<file path="config.mk">
export PLATFORM = sky130hd
export DESIGN_NAME = decade_ctr
export DESIGN_NICKNAME = d
export VERILOG_FILES = /design/src/rtl/decade_ctr.sv
export SDC_FILE = /design/constraint.sdc
export NUM_CORES = 1
export LEC_CHECK = 0
export CORE_AREA = 2 2 39 41
export DETAILED_ROUTE_END_ITERATION = 6
export DIE_AREA = 0 0 41 43
export HOLD_SLACK_MARGIN = 0.03
export SETUP_SLACK_MARGIN = 0.5
export SKIP_LAST_GASP = 1
export SYNTH_ARGS = -nofsm -noshare
export SYNTH_HDL_FRONTEND = slang
export SYNTH_SLANG_ARGS = --single-unit
export TNS_END_PERCENT = 100
</file>
<file path="constraint.sdc">
create_clock -name sys_clk -period 2.95 [get_ports sys_clk]
set_clock_uncertainty 0.2 [all_clocks]
set_input_delay 0.295 -clock sys_clk [delete_from_list [all_inputs] [get_ports sys_clk]]
set_output_delay 0.295 -clock sys_clk [all_outputs]
set_load 0.01 [all_outputs]
</file>
<file path="src/rtl/decade_ctr.sv">
// Single BCD digit counter: up/down count, synchronous load with out-of-range clamp,
// and a combinational terminal-count carry for cascading digits.
module decade_ctr (
  input  logic       sys_clk,
  input  logic       up_dn,
  input  logic       cnt_en,
  input  logic       reset_n,
  input  logic       load,
  input  logic [3:0] load_val,
  output logic [3:0] count,
  output logic       carry
);

  logic [3:0] count_r;
  logic [3:0] count_nxt_s;
  logic       carry_s;

  function automatic logic [3:0] bcd_clamp(input logic [3:0] v);
    if (v <= 4'd9) begin
      bcd_clamp = v;
    end else begin
      bcd_clamp = 4'd0;
    end
  endfunction

  // Any value at or above 9 wraps to 0 so the digit can never leave 0-9.
  function automatic logic [3:0] bcd_inc(input logic [3:0] v);
    if (v >= 4'd9) begin
      bcd_inc = 4'd0;
    end else begin
      bcd_inc = v + 4'd1;
    end
  endfunction

  function automatic logic [3:0] bcd_dec(input logic [3:0] v);
    if ((v == 4'd0) || (v > 4'd9)) begin
      bcd_dec = 4'd9;
    end else begin
      bcd_dec = v - 4'd1;
    end
  endfunction

  // Next-count selection: load beats counting, counting beats hold.
  always_comb begin
    count_nxt_s = count_r;
    if (load) begin
      count_nxt_s = bcd_clamp(load_val);
    end else if (cnt_en) begin
      if (up_dn) begin
        count_nxt_s = bcd_inc(count_r);
      end else begin
        count_nxt_s = bcd_dec(count_r);
      end
    end else begin
      count_nxt_s = count_r;
    end
  end

  // Terminal count: high in the cycle whose next edge wraps the digit.
  always_comb begin
    carry_s = 1'b0;
    if (cnt_en && !load) begin
      if (up_dn) begin
        carry_s = (count_r == 4'd9);
      end else begin
        carry_s = (count_r == 4'd0);
      end
    end else begin
      carry_s = 1'b0;
    end
  end

  // Digit register with asynchronous clear.
  always_ff @(posedge sys_clk or negedge reset_n) begin
    if (!reset_n) begin
      count_r <= 4'd0;
    end else begin
      count_r <= count_nxt_s;
    end
  end

  assign count = count_r;
  assign carry = carry_s;

endmodule

</file>
---- Word-level counts from Yosys, hierarchy flattened ----
Cells that the tools add are included.
cells by class
  eq/ne operators ......................... 1
  mux-type cells .......................... 8
  order comparisons ....................... 3
  reduce and logical (&&, ||, !) cells .... 5
  $add $sub $neg .......................... 2
operators by type and width
  kind                                                                 count
  4-bit two-way mux                                                    6
  4-bit by 1-bit adder with 4-bit output (second input constant)       1
  4-bit == test (second input constant)                                1
  4-bit greater-or-equal comparator (second input constant)            1
  4-bit > comparator (second input constant)                           1
  4-bit less-or-equal comparator (second input constant)               1
  4-bit zero test                                                      1
  4-bit by 1-bit subtractor with 4-bit output (second input constant)  1
  1-bit two-way mux                                                    2
  2-bit nonzero test                                                   1
  1-bit logical AND                                                    1
  1-bit zero test                                                      1
  1-bit logical OR                                                     1
storage, ports and cells
  input port bits ......................... 9
  logic and storage cells ................. 20
  output and inout port bits .............. 5
  bits in registers ....................... 4

---- Logic depth before layout (Yosys ltp) ----
  depth in word-level cells ............... 6
  mapped depth ............................ 6
  gate-level depth less buffers ........... 6

---- Worst setup path after synthesis ----
OpenSTA, ideal clock, no wires.
  path type ............................... register to output
  start point ............................. reg count_r[0] (netlist: count[0])
  end point ............................... out carry
  required time ........................... 2.455 ns
  stages on the path, launching flop included .. 6
  path buffers ............................ 0
  path slack .............................. 1.136 ns
  arrival ................................. 1.319 ns
  path through ............................ dfrtp_1 -> inv_1 -> ha_1 -> nor3b_1 -> a31oi_1 -> nor3_1
between the ends
  longest elaborated chain between the ends .. 3
  elaborated cells on any way between the ends .. 4
  classes of those cells .................. 1 x eq/ne; 2 x mux; 1 x reduce/logical
ends and longest elaborated chain
  what                                                     line    RTL
  start, declared                                          14      logic [3:0] count_r;
  start signal, assigned                                   78      count_r <= count_nxt_s;
  4-bit == test / 4-bit zero test (equally long branches)  64, 66
  1-bit two-way mux (*)                                    63      if (up_dn) begin
  1-bit two-way mux (*)                                    62      if (cnt_en && !load) begin
  end, declared                                            11      output logic carry
Mark *: on every way between the ends. The rest lies on a longest branch, timed or not.

---- Final worst setup path ----
  start point ............................. reg count_r[1] (netlist: count[1])
  end point ............................... out carry
Same word-level chain as after synthesis.

==> flow_summary.yaml <==
setup_path:
  r2r_start: "count[1]"
  r2r_cells: 6
  cp_max_fo: 6
  worstSetupEndpointType: "output port"
  cp_cell_sequence: "inv_1 -> ha_2 -> nor3b_1 -> a31oi_1 -> nor3_1 -> dlygate4sd2_1"
  rrSetupSlack_ps: 1010
  critPathMaxStageDelay_ps: 420
  worstPathRequired_ps: 2460
  crit_type: "reg2out"
  r2r-end: "count[3]"
  worst_path_max_delay_cell: "dfrtp_1"
  endpoint: "carry"
  start_kind: "flop"
  crit_arrival_ps: 1740
  crit_start: "count[1]"
grt:
  busiest_layer: "met2"
  grt_use_met2: 0.2125
  gr-usage-met1: 0.1836
  grt_max_degree: 14
  grt_use_met3: 0.01571
  grt_pass1_vias: 396
  overflow: 0
  track_usage: 0.1343
  antenna_found_initial: 0
  grt_pass1_wl_mm: 1.607
place:
  dp_slack_ps: 514.1
  place_area_sq_um: 593.1
  dp_hpwl_um: 802
  numPortBuffers: 13
  place_congestion: 0.7490
floorplan:
  coreArea_sq_mm: 0.001384
  rows: 14
  io_pins: 14
  die_x_um: 41
  initial_utilization: 0.3345
  die-area_sq_mm: 0.001763
  die_h_um: 43
sta:
  fmax_mhz: 446.8
  worst_pin_slew_ps: 369.0
  hold_violations: 0
  maxSlewViolCount: 0
  rsz0062_at_grt: "false"
  finalCritPeriodShare: 0.7587
  setup_viol: 0
  period_needed_ps: 2238
  final.setup.tns_ps: 0
  setup_slack_ps: 711.8
  slew_headroom: 0.7540
power_and_ir_drop:
  p_clk_frac: 0.266
  combPwrFrac: 0.423
  p_per_area_mw_per_mm2: 392.9
  vdd_drop_max_uv: 271.9
  p_seq_frac: 0.311
  p_sw_frac: 0.3313
  power_switching_uw: 80.29
  p_leak_uw: 0.0002505
  intPower_uw: 162.0
final_layout:
  utilization: 0.4458
  area_growth_pct: 33.24
  antenna_cells: 0
  fin_nets: 83
  fillers: 145
  final_area_sq_um: 616.8
  largest_register_ff_count: 4
  drive_above_1_share: 0.1449
clock_tree:
  clkTransAtPathRegs_ps: 40
  holdBufCountCts: 0
  cts_setup_buffers: 0
  cts_made_buffers: 3
  htree_levels: 1
  cts_root_buffer: "clkbuf_4"
  cts_buffer_depth: 2
  clock-sinks: 4
  insertion_delay_ps: 230
  tritoncts: "built"
hold_path:
  hold_class: "in2async"
route:
  ant_nets: 0
  initialDrtViolationCount: 11
  vias_per_cell: 5.447
  remaining_drc_errors: 0
  wl_per_cell_um: 12.05
  via_count: 463
  firstDrtPassIters: 4
  routed_wl_mm: 1.024
synth:
  synth_seq_area_share: 0.2162
  ys_ff_latch: 4
  syn_nets: 67
  syn_area_sq_um: 462.9
  yosysWarnings: 0
  syn_area_per_cell_sq_um: 8.417
  synth.distinct_cells: 32
  synthCells: 55
run:
  drv_cap: 0
status:
  status: "finished clean"
## worst max-delay path, delay by kind of cell, from the launching register on
| family | cells | cell delay [ps] |
|---|---|---|
| fa+ha+maj | 1 | 240 |
| flops | 1 | 420 |
| buf+inv | 2 | 410 |
| compound gates | 1 | 60 |
| simple gates | 2 | 390 |
## Yosys cell counts
master,number,area share
o32ai_2,1,0.035
buf_6,2,0.049
o211a_1,1,0.022
dfrtp_1,4,0.22
o21ai_1,1,0.011
and3b_2,1,0.022
o21ai_0,1,0.011
o211ai_1,1,0.016
a21oi_1,3,0.032
a22oi_1,1,0.016
o221a_1,1,0.024
nor3_1,3,0.032
a211oi_1,1,0.016
nand4b_1,1,0.019
nor3b_1,3,0.049
nor3_2,1,0.022
mux2i_1,1,0.022
a311oi_1,2,0.038
o22ai_1,1,0.014
buf_2,1,0.011
a31oi_1,1,0.014
o21a_1,1,0.016
nand2_1,3,0.024
ha_1,3,0.081
nand3b_1,1,0.016
a21boi_0,1,0.016
inv_1,5,0.041
xnor2_1,1,0.019
nand2b_1,1,0.014
a21o_2,1,0.019
nor2_1,5,0.041
a311o_2,1,0.024
## repair_timing
item | in CTS | in global routing
endpoints found under the hold margin | 0 | 0
setup endpoints to repair | 1 | 0
gates resized for setup | 2 | 0
## worst min path at each step
stage | startpoint | to | slack [ps] | cells after the start
6_report | reset_n | count[3] | 70 | 1
5_1_grt | reset_n | count[2] | 70 | 1
4_1_cts | reset_n | count[0] | 60 | 1
3_5_place_dp | reset_n | count[0] | 310 | 1
3_3_place_gp | reset_n | count[0] | 310 | 1
2_1_floorplan | reset_n | count[0] | -200 | 0
## kinds of logic (layout without fill, tap and decap cells)
| logic type | count (synthesis) | count (layout) | share of synthesized area |
|---|---|---|---|
| simple gates | 19 | 19 | 0.2378 |
| fa+ha+maj | 3 | 3 | 0.08109 |
| flops | 4 | 4 | 0.2162 |
| compound gates | 19 | 19 | 0.3244 |
| xor+xnor | 1 | 1 | 0.01892 |
| buf+inv | 8 | 22 | 0.09999 |
| mux | 1 | 1 | 0.02162 |
## through the flow
step,power (uW),hold WS (ps),instances
after detailed placement,178.3,309.6,82
after global routing,264.3,73.82,85
after floorplan,139.0,-200.6,55
after global placement,178.4,305.5,82
after CTS,247.6,60.40,85
final,242.3,66.31,85
## power groups by stage
stage | Combinational (uW) | Sequential, uW | Clock (uW)
3_5_place_dp | 102 | 76.1 | 0
6_report | 103 | 75.4 | 64.3
3_3_place_gp | 102 | 76.2 | 0
2_1_floorplan | 65.5 | 73.5 | 0
4_1_cts | 103 | 75.4 | 69.0
5_1_grt | 113 | 77.0 | 74.0
## cells in the final DEF (no fill, tap or decap), types with 2 or more instances in the layout
cell type        netlist  layout
a21oi_1                3       3
a311oi_1               2       2
clkbuf_4               0       3
clkdlybuf4s50_1        0      12
dfrtp_1                4       4
ha_1                   3       2
inv_1                  5       5
nand2_1                3       3
nor2_1                 5       5
nor3_1                 3       3
nor3b_1                3       3
## area by class of cell
type	instances	area, sq um	area share
sequential	4	100.1	0.1623
inverter	5	18.77	0.03043
timing repair buffer	14	136.4	0.2211
clock buffer	3	22.52	0.03651
tap	16	20.02	0.03245
multi-input combinational	43	319.1	0.5172
## per-layer routing
layer / vias up / part of all wire
met5: - / 0
met4: 0 / 0
met3: 0 / 0.039
met2: 11 / 0.51
met1: 218 / 0.45
li1: 234 / -
No activity file was read; power rests on OpenSTA's default activity.
